`src/rtl/mux8_rr_arbiter_if.sv`:
```
// Purpose: handshake/bus bundle between the 8 requesters, the arbiter and the downstream consumer.
// Latency: n/a (wiring only).
// Backpressure: out_ready from the consumer stalls the granted requester; out_valid never drops while stalled.
interface mux8_rr_arbiter_if;
  logic [7:0] req;        // per-requester request for the shared mux
  logic [7:0] lock;       // per-requester multi-beat hold request
  logic       out_ready;  // downstream accepts the muxed result
  logic [2:0] sel;        // registered mux select
  logic [7:0] grant;      // registered one-hot grant, zero when idle
  logic       out_valid;  // muxed result valid
  logic [7:0] ack;        // one-hot transfer pulse
  logic       busy;       // arbiter holds a grant

  // Requester/consumer side: drives requests and ready, observes grant and handshake
  modport master (
    output req, lock, out_ready,
    input  sel, grant, out_valid, ack, busy
  );

  // Arbiter side
  modport slave (
    input  req, lock, out_ready,
    output sel, grant, out_valid, ack, busy
  );
endinterface

```
`src/rtl/mux8_rr_arbiter.sv`:
```
// Purpose: round-robin arbiter driving the select of a shared 8:1 result mux, with bounded locked bursts.
// Latency: one cycle from request to grant when idle; zero-bubble re-arbitration on a releasing transfer.
// Backpressure: without out_ready the grant, select, pointer and beat count all hold and out_valid stays up.
module mux8_rr_arbiter #(
  parameter int unsigned LOCK_MAX = 4   // max consecutive locked transfers per grant, 1..15
) (
  input logic              clk,
  input logic              rst_n,
  mux8_rr_arbiter_if.slave arb
);

  typedef enum logic {
    IDLE  = 1'b0,
    GRANT = 1'b1
  } state_e;

  state_e     state_q, state_d;
  logic [2:0] ptr_q,   ptr_d;     // highest-priority index for the next arbitration
  logic [2:0] sel_q,   sel_d;
  logic [7:0] grant_q, grant_d;
  logic [3:0] beat_q,  beat_d;    // transfers already made under the current locked grant

  logic       out_valid;
  logic       xfer;
  logic [4:0] beat_inc;
  logic [2:0] ptr_rel;            // pointer after releasing the current owner
  logic [2:0] win_idle;           // winner searched from the stored pointer
  logic [2:0] win_rel;            // winner searched from the post-release pointer
  logic       lock_limit;         // locked burst reached its maximum length

  // First requesting index in circular order starting at p.
  function automatic logic [2:0] rr_pick(input logic [7:0] r, input logic [2:0] p);
    logic [2:0] idx;
    logic       found;
    rr_pick = p;
    found   = 1'b0;
    for (int k = 0; k < 8; k++) begin
      idx = p + 3'(k);
      if (!found && r[idx]) begin
        rr_pick = idx;
        found   = 1'b1;
      end
    end
  endfunction

  // Handshake decode: valid only while the owner still requests; ack mirrors the transfer.
  always_comb begin
    out_valid  = (state_q == GRANT) && arb.req[sel_q];
    xfer       = out_valid && arb.out_ready;
    beat_inc   = {1'b0, beat_q} + 5'd1;
    lock_limit = !(beat_inc < 5'(LOCK_MAX));
    ptr_rel    = sel_q + 3'd1;
    win_idle   = rr_pick(arb.req, ptr_q);
    win_rel    = rr_pick(arb.req, ptr_rel);
  end

  // Next-state: grant issue, hold under backpressure, locked bursts, release and back-to-back re-arbitration.
  always_comb begin
    state_d = state_q;
    ptr_d   = ptr_q;
    sel_d   = sel_q;
    grant_d = grant_q;
    beat_d  = beat_q;

    case (state_q)
      IDLE: begin
        grant_d = '0;
        beat_d  = '0;
        if (|arb.req) begin
          sel_d   = win_idle;
          grant_d = 8'd1 << win_idle;
          state_d = GRANT;
        end
      end

      GRANT: begin
        if (!arb.req[sel_q]) begin
          // Owner withdrew before transferring: give up without moving the pointer.
          state_d = IDLE;
          grant_d = '0;
          beat_d  = '0;
        end else if (xfer) begin
          if (arb.lock[sel_q] && !lock_limit) begin
            beat_d = beat_q + 4'd1;
          end else begin
            // Releasing transfer: owner drops to lowest priority, next winner picked now.
            ptr_d  = ptr_rel;
            beat_d = '0;
            if (|arb.req) begin
              sel_d   = win_rel;
              grant_d = 8'd1 << win_rel;
            end else begin
              state_d = IDLE;
              grant_d = '0;
            end
          end
        end
      end

      default: begin
        state_d = IDLE;
        grant_d = '0;
        beat_d  = '0;
      end
    endcase
  end

  // State registers; reset abandons any grant in flight and restarts priority at requester 0.
  always_ff @(posedge clk or negedge rst_n) begin
    if (!rst_n) begin
      state_q <= IDLE;
      ptr_q   <= '0;
      sel_q   <= '0;
      grant_q <= '0;
      beat_q  <= '0;
    end else begin
      state_q <= state_d;
      ptr_q   <= ptr_d;
      sel_q   <= sel_d;
      grant_q <= grant_d;
      beat_q  <= beat_d;
    end
  end

  // Output drive
  always_comb begin
    arb.sel       = sel_q;
    arb.grant     = grant_q;
    arb.busy      = (state_q == GRANT);
    arb.out_valid = out_valid;
    arb.ack       = xfer ? (8'd1 << sel_q) : 8'd0;
  end

endmodule

```
`src/flat_wrapper.sv`:
```
// flat-port wrapper written by rule: the top's interface ports become plain ports
module mux8_rr_arbiter_flat 
#(
  parameter int unsigned LOCK_MAX = 4                                                       
)
  (clk, rst_n, arb_req, arb_lock, arb_out_ready, arb_sel, arb_grant, arb_out_valid, arb_ack, arb_busy);
  mux8_rr_arbiter_if arb_i ();
  input logic clk;
  input logic rst_n;
  input wire logic [$bits(arb_i.req)-1:0] arb_req;
  input wire logic [$bits(arb_i.lock)-1:0] arb_lock;
  input wire logic [$bits(arb_i.out_ready)-1:0] arb_out_ready;
  output wire logic [$bits(arb_i.sel)-1:0] arb_sel;
  output wire logic [$bits(arb_i.grant)-1:0] arb_grant;
  output wire logic [$bits(arb_i.out_valid)-1:0] arb_out_valid;
  output wire logic [$bits(arb_i.ack)-1:0] arb_ack;
  output wire logic [$bits(arb_i.busy)-1:0] arb_busy;
  assign arb_i.req = arb_req;
  assign arb_i.lock = arb_lock;
  assign arb_i.out_ready = arb_out_ready;
  assign arb_sel = arb_i.sel;
  assign arb_grant = arb_i.grant;
  assign arb_out_valid = arb_i.out_valid;
  assign arb_ack = arb_i.ack;
  assign arb_busy = arb_i.busy;
  mux8_rr_arbiter #(.LOCK_MAX(LOCK_MAX)) u_core (.clk(clk), .rst_n(rst_n), .arb(arb_i));
endmodule
```
`config.mk`:
```
export PLATFORM = sky130hd
export DESIGN_NAME = mux8_rr_arbiter_flat
export DESIGN_NICKNAME = d
export VERILOG_FILES = /design/src/rtl/mux8_rr_arbiter_if.sv /design/src/rtl/mux8_rr_arbiter.sv /design/src/flat_wrapper.sv
export SDC_FILE = /design/constraint.sdc
export NUM_CORES = 1
export LEC_CHECK = 0
export ABC_CLOCK_PERIOD_IN_PS = 3400
export CELL_PAD_IN_SITES_DETAIL_PLACEMENT = 0
export CELL_PAD_IN_SITES_GLOBAL_PLACEMENT = 1
export CORE_UTILIZATION = 40
export CTS_CLUSTER_DIAMETER = 60
export DETAILED_ROUTE_END_ITERATION = 7
export PLACE_DENSITY_LB_ADDON = 0.1
export SYNTH_ARGS = -nofsm -noshare
export SYNTH_HDL_FRONTEND = slang
export SYNTH_SLANG_ARGS = --single-unit
```
`constraint.sdc`:
```
create_clock -name clk -period 3.4 [get_ports clk]
set_input_delay 0.34 -clock clk [delete_from_list [all_inputs] [get_ports clk]]
set_output_delay 0.34 -clock clk [all_outputs]
set_load 0.02 [all_outputs]
```
==> qor.txt, run 1 <==
Post-Synthesis Cells: 325
Unique masters post-synth: 74
asr flop ratio synth: 1.00
CTS Buf Count: 3
root buffer cell: clkbuf_8
die height: 91.8 um
Die Area: 0.00842 mm2
most used cells in the layout excluding fill and tap cells: clkdlybuf4s50_1, buf_4, mux4_2, nand2_1, nor2_1
share of layout cells above drive strength 1: 0.329
crit path max fanout: 12
DRC: 0
Post-Syn Area: 0.00322 mm2
drt first pass iters: 5
design area: 0.00425 mm2
Final Hold Violating Endpoints: 0
Post-Syn Area per Cell: 9.92 um2
class of the most critical setup path: flop to flop
Worst Path Arrival: 3450 ps
Slew @ Worst Pin: 866 ps
grt ovf: 0
CTS HTree Levels: 1
Final Net Count: 416
number of global-route vias before repair: 2887
largest net degree at the start of global routing: 25
sequential fraction of the synthesis area: 0.148
DR vias: 3004
post-DR wirelength/cell: 19.3 um
DP Worst Slack: -20.8 ps
number of flops mapped to enable cells by yosys: 0
clk slew on worst S/H paths: 70 ps
final critical-path required period: 3310 ps
Synth Flop Type: dfrtp_1
multi-input logic area: 0.00271 mm2
Final HPWL DP: 6650 um
Ports: 40
Ys Warns: 0
Seq cells post-synth: 19
CTS tree: yes
FILL cells: 718
1st-iter DRT viols: 242
post-route ant nets: 0
worst min path class: flop to flop
post-detailed-placement cell area: 0.00397 mm2
Core Region: 0.00777 mm2
syn_nets: 354
Slew HR: 0.421
ant diodes: 0
Crit. End Element: flop
GP Congestion: 0.877
Clock Skew: 3.19 ps
max cap viols: 0
Worst-Skew Late Latency: 260 ps
endpoints failing setup: 0
Global Route Usage Sum: 0.219
antenna violations before repair: 0
synth-to-layout area growth: 31.8%
fin worst setup slack: 94.4 ps
CP startpoint kind: flop
# port buffers: 39
setup TNS: 0 ps
Core Rows: 32
vias per inst: 6.16
Worst EP required: 3540 ps
Die X: 91.8 um
Initial Utilization: 0.415
CTS sink count: 19
fin. max-slew vios: 0
first-pass GRT wire length: 15000 um
Final period util: 0.972
clk buf depth: 2
WL final: 9410 um
register area: 477 um2
commonest non-fill, non-tap cell in the layout: clkdlybuf4s50_1
outcome: completed
max frequency: 303 MHz
-- Yosys cell counts (all sizes together) (6+ instances only) --
library cell	number	area share
mux4	31	0.22
mux2	15	0.052
and3	12	0.023
buf	23	0.046
a22oi	6	0.014
a221o	8	0.025
dfrtp	19	0.15
a21oi	15	0.023
ha	10	0.039
o21ai	10	0.017
nand2	28	0.033
nor2	21	0.024
nor2b	6	0.012
inv	11	0.013
mux2i	22	0.082
-- layout make-up --
cell class | count | share of cell area
well taps | 102 | 0.0300
inverters | 11 | 0.00972
repair buffers | 83 | 0.199
flip-flops and latches | 19 | 0.112
clock buffers | 4 | 0.0106
multi-input cells | 269 | 0.638
-- worst paths after layout --
path / from / cells past startpoint / slack (ps) / to
max in group asynchronous: rst_n / 1 / 2240 / u_core.arb.sel[0]
min in group asynchronous: rst_n / 1 / 570 / u_core.arb.busy
max: u_core.arb.sel[1] / 11 / 90 / u_core.arb.grant[3]
min reg2reg: u_core.arb.grant[1] / 1 / 520 / u_core.arb.grant[1]
max reg2reg: u_core.arb.sel[1] / 11 / 90 / u_core.arb.grant[3]
min: u_core.arb.grant[1] / 1 / 520 / u_core.arb.grant[1]
-- layer usage --
| layer | part of all wire | global-route usage |
|---|---|---|
| met1 | 0.46 | 0.319 |
| met2 | 0.49 | 0.368 |
| met3 | 0.046 | 0.0108 |
| met4 | 0.0049 | 0.0326 |
| met5 | 0 | 0 |
-- registers in the layout, summed over array words and instances, names as in the netlist --
name,cells
u_core.arb.busy,1
u_core.arb.grant,8
u_core.arb.sel,3
u_core.beat_q,4
u_core.ptr_q,3
-- logic make-up (layout without fill, tap and decap cells) --
family	after synthesis	after routing	share of synthesized area
XOR/XNOR	9	10	0.0268
AO/OA/AOI/OAI	76	76	0.190
AND/OR/NAND/NOR	105	105	0.179
adder cells (fa/ha/maj)	10	10	0.0388
buffers and inverters	38	98	0.0633
flip-flops	19	19	0.148
multiplexers	68	68	0.355
-- per-stage QoR --
stage                     hold WS (ps)  cells  utilization
final                              524    488        0.547
after CTS                          520    483        0.523
after detailed placement           496    479        0.511
after floorplan                   44.4    325            -
after global routing               545    488        0.547
after global placement             507    479        0.511
-- what timing repair did --
| action | CTS | global route |
|---|---|---|
| setup buffers | 0 | 3 |
| hold buffers | 0 | 0 |
| gates resized for setup | 7 | 17 |
| endpoints found under the setup margin | 5 | 10 |
| endpoints found under the hold margin | 0 | 0 |
| pin swaps | 0 | 3 |
| cloned | 0 | 2 |
-- critical path, cell delays in order, from the launching register on --
cell	delay [ps]
dfrtp_1	410
inv_2	90
ha_4	320
buf_12	150
mux4_2	530
mux2i_2	260
buf_4	150
o21ai_0	110
a221o_2	510
xnor2_2	270
nor4_1	100
a221o_1	280
Power of run 1 is not shown: default switching activity piles up to over one toggle a cycle in this logic, so the estimate is an artifact.
==> inputs of run 2 (changes only) <==
- ABC_CLOCK_PERIOD_IN_PS: 3400 -> 3850
- CORE_UTILIZATION: 40 -> 48
- clock period: 3.4 -> 3.85 ns (I/O delays scaled with it)
==> qor.txt, run 2 (synthesized netlist as in run 1, its figures left out) <==
post-route ant nets: 0
Critical-path top delay cell: mux4_1
CTS sink count: 19
grt ovf: 0
Final Hold Violating Endpoints: 0
Slew HR: 0.431
drt first pass iters: 6
final critical-path required period: 3580 ps
most used cells in the layout excluding fill and tap cells: clkdlybuf4s50_1, buf_4, mux4_2, nand2_1, nor2_1
max cap viols: 0
number of global-route vias before repair: 2972
Final period util: 0.931
setup TNS: 0 ps
first-pass GRT wire length: 14700 um
Worst EP required: 4000 ps
RSZ-0062 raised after global routing: no
Hold Crit Depth: 1
root buffer cell: clkbuf_8
Crit. End Element: flop
Worst path max stage delay: 590 ps
Ports: 40
max frequency: 279 MHz
Worst Path Arrival: 3730 ps
post-DR wirelength/cell: 19.3 um
R2R depth: 13
DP Worst Slack: 255 ps
reg-to-reg startpoint: u_core.arb.sel[0]
Slew @ Worst Pin: 851 ps
Worst-Skew Late Latency: 260 ps
die height: 83.9 um
worst min path class: flop to flop
clk buf depth: 2
CTS Buf Count: 3
Core Region: 0.00642 mm2
Initial Utilization: 0.502
share of layout cells above drive strength 1: 0.267
1st-iter DRT viols: 292
Setup crit start: u_core.arb.sel[0]
WL final: 8630 um
GP Congestion: 0.863
CP Capture Point: u_core.arb.grant[4]
crit-path cells: buf_4, inv_2, ha_1, buf_12, mux4_1, mux2i_1, a221oi_2, nor4_2, o22ai_1, o2bb2ai_2, buf_4, and4_1, a221o_1
max reg flops: 8
Global Route Usage Sum: 0.256
CTS tree: yes
synth-to-layout area growth: 18.9%
commonest non-fill, non-tap cell in the layout: clkdlybuf4s50_1
CP startpoint kind: flop
Final HPWL DP: 6610 um
DRC: 2
class of the most critical setup path: flop to flop
worst r2r dst: u_core.arb.grant[4]
failing checks: design-rule violations
endpoints failing setup: 0
# port buffers: 39
Core Rows: 29
fin. max-slew vios: 0
antenna violations before repair: 0
vias per inst: 6.52
Die X: 83.9 um
ant diodes: 0
Final Net Count: 401
Cells after DPL: 444
crit path max fanout: 28
Clock Skew: 7.84 ps
most frequent CP cell: buf_4
fin worst setup slack: 266 ps
FF-to-FF setup slack: 270 ps
largest net degree at the start of global routing: 29
hold-fix buffers at CTS: 0
clk slew on worst S/H paths: 80 ps
CTS HTree Levels: 1
DR vias: 2922
fin cells: 448
outcome: finished, violations left
Die Area: 0.00705 mm2
-- run 2: cell count changes in the layout (fill, tap and decap cells not counted), sizes merged --
| cell | before | now |
|---|---|---|
| buf | 43 | 30 |
| clkbuf | 5 | 3 |
| clkinv | 0 | 1 |
| xnor2 | 6 | 5 |
-- run 2: worst min path at each step --
stage                        start             endpoint  slack (ps)
2_1_floorplan                rst_n      u_core.arb.busy          90
3_3_place_gp   u_core.arb.grant[6]  u_core.arb.grant[6]         500
3_5_place_dp   u_core.arb.grant[6]  u_core.arb.grant[6]         500
4_1_cts        u_core.arb.grant[6]  u_core.arb.grant[6]         520
5_1_grt        u_core.arb.grant[6]  u_core.arb.grant[6]         550
6_report       u_core.arb.grant[6]  u_core.arb.grant[6]         510
-- run 2: metrics by stage --
stage / hold WS [ps] / util / instance area (um2)
after floorplan: 89.4 / - / 3220
after global placement: 498 / 0.589 / 3780
after detailed placement: 503 / 0.589 / 3780
after CTS: 521 / 0.597 / 3830
after global routing: 554 / 0.597 / 3830
final: 513 / 0.597 / 3830
-- run 2: per-layer routing --
metal	routed length [um]	global-route usage	vias up
met5	0	0	-
met4	117	0.0627	0
met3	454	0.0218	16
met2	4150	0.434	103
met1	3900	0.354	1431
li1	-	-	1372
-- run 2: what timing repair did --
action / in CTS / in global routing
buffers inserted: 0 / 0
resized for setup: 0 / 1
endpoints found under the setup margin: 0 / 1
-- run 2: area by class of cell --
cell class | instances | area, um2
fillers | 535 | 2590
multi-input cells | 268 | 2550
repair buffers | 69 | 628
flip-flops and latches | 19 | 475
well taps | 77 | 96.3
clock buffers | 3 | 41.3
inverters | 11 | 41.3
clock inverters | 1 | 5.00
-- run 2: critical path: cells and delay by family (launching register included) --
kind | cells | cell delay, ps
compound gates | 4 | 740
fa+ha+maj | 1 | 310
flops | 1 | 370
simple gates | 2 | 620
mux | 2 | 830
buf+inv | 4 | 590
Power of run 2 is left out for the same reason.
==> inputs of run 3 (changes only) <==
- ABC_CLOCK_PERIOD_IN_PS: 3850 -> 3200
- CORE_UTILIZATION: 48 -> 40
- clock period: 3.85 -> 3.2 ns (I/O delays scaled with it)
==> qor.txt, run 3 (synthesized netlist as in run 1, its figures left out) <==
final critical-path required period: 3300 ps
FILL cells: 662
grt ovf: 0
max cap viols: 0
Core Region: 0.00777 mm2
Final Hold Violating Endpoints: 0
post-route ant nets: 0
vias per inst: 5.92
reg-to-reg startpoint: u_core.arb.sel[0]
die height: 91.8 um
failing checks: negative setup slack
max reg flops: 8
# port buffers: 39
DRC: 0
Slew @ Worst Pin: 860 ps
class of the most critical setup path: flop to flop
Worst Path Arrival: 3450 ps
number of global-route vias before repair: 3106
Core Rows: 32
Ports: 40
hold_ws: 519 ps
crit-path cells: buf_6, inv_8, ha_4, buf_4, buf_4, mux4_1, nor2b_1, a221oi_4, nor3_2, a221o_2, xnor2_2, and4_1, a221o_1
ant diodes: 0
min-delay src: u_core.arb.grant[7]
fin. max-slew vios: 0
Die Area: 0.00842 mm2
worst min path class: flop to flop
CTS tree: yes
FF-to-FF setup slack: -100 ps
Hold Crit Depth: 2
R2R depth: 13
Critical-path top delay cell: a221oi_4
Crit. End Element: flop
drt first pass iters: 4
endpoints failing setup: 8
antenna violations before repair: 0
outcome: finished, violations left
largest net degree at the start of global routing: 21
share of layout cells above drive strength 1: 0.427
Worst path max stage delay: 520 ps
post-DR wirelength/cell: 18.6 um
Hold Path End: u_core.arb.grant[7]
Die X: 91.8 um
Core Util, Final: 0.609
Clock Skew: 2.77 ps
Initial Utilization: 0.415
GP Congestion: 0.883
Bufs and invs on worst path: 4
most used cells in the layout excluding fill and tap cells: buf_4, clkdlybuf4s50_1, mux4_2, nand2_1, nor2_1
hold-fix buffers at CTS: 0
Worst-Skew Late Latency: 260 ps
crit path max fanout: 7
CTS Buf Count: 3
design area: 0.00473 mm2
Final Net Count: 461
first-pass GRT wire length: 16100 um
clk buf depth: 2
Worst EP required: 3350 ps
RSZ-0062 raised after global routing: yes
CP startpoint kind: flop
max frequency: 303 MHz
DR vias: 3158
Slew HR: 0.425
fin worst setup slack: -98.7 ps
CTS HTree Levels: 1
Final period util: 1.03
Top Family by Delay on Critical Path: compound AO/OA/AOI/OAI gates
Setup crit start: u_core.arb.sel[0]
Global Route Usage Sum: 0.240
clk slew on worst S/H paths: 70 ps
CTS sink count: 19
1st-iter DRT viols: 243
commonest non-fill, non-tap cell in the layout: buf_4
synth-to-layout area growth: 46.7%
most frequent CP cell: buf_4
Final HPWL DP: 6940 um
worst r2r dst: u_core.arb.grant[4]
WL final: 9910 um
root buffer cell: clkbuf_8
post-detailed-placement cell area: 0.00422 mm2
## run 3: worst register-to-register path, delay by kind of cell (launching register included)
kind / cells / cell delay [ps]
multiplexers: 1 / 260
AND/OR/NAND/NOR: 3 / 420
flip-flops: 1 / 420
XOR/XNOR: 1 / 210
adder cells (fa/ha/maj): 1 / 220
buffers and inverters: 4 / 470
AO/OA/AOI/OAI: 3 / 1180
## run 3: per-layer routing
| layer | part of all wire | wire length [um] | global-route usage | up-vias |
|---|---|---|---|---|
| met3 | 0.034 | 339 | 0.00912 | 10 |
| met4 | 0.011 | 108 | 0.0560 | 0 |
| met5 | 0 | 0 | 0 | - |
| li1 | - | - | - | 1497 |
| met2 | 0.51 | 5070 | 0.431 | 68 |
| met1 | 0.44 | 4400 | 0.321 | 1583 |
## run 3: final cells by class
type	count	area, um2	area share
Inverter	11	48.8	0.0103
Clock buffer	4	45.0	0.00953
Tap cell	102	128	0.0270
Sequential cell	19	477	0.101
Multi-Input combinational cell	269	2820	0.597
Timing Repair Buffer	128	1200	0.255
## run 3: how the worst max path moves through the flow
| stage | end | cells past startpoint |
|---|---|---|
| global placement | u_core.arb.grant[2] | 10 |
| CTS | u_core.arb.grant[1] | 10 |
| floorplan | u_core.arb.grant[4] | 13 |
| detailed placement | u_core.arb.grant[2] | 11 |
| finish | u_core.arb.grant[4] | 13 |
| global route | u_core.arb.grant[4] | 13 |
## run 3: metrics by stage
| step | std cells | worst slack [ps] | setup TNS, ps |
|---|---|---|---|
| 3_3_place_gp | 507 | -145 | -1030 |
| 6_report | 533 | -98.7 | -391 |
| 2_1_floorplan | 325 | -110 | -603 |
| 3_5_place_dp | 507 | -207 | -1490 |
| 5_1_grt | 533 | -153 | -1060 |
| 4_1_cts | 521 | 0.600 | 0 |
## run 3: repair_timing
item,CTS,global route
hold endpoints to repair,0,0
gates cloned,1,0
pin swaps,6,12
setup buffers,9,13
setup endpoints to repair,16,12
gates resized for setup,30,27
Power of run 3 is left out for the same reason.
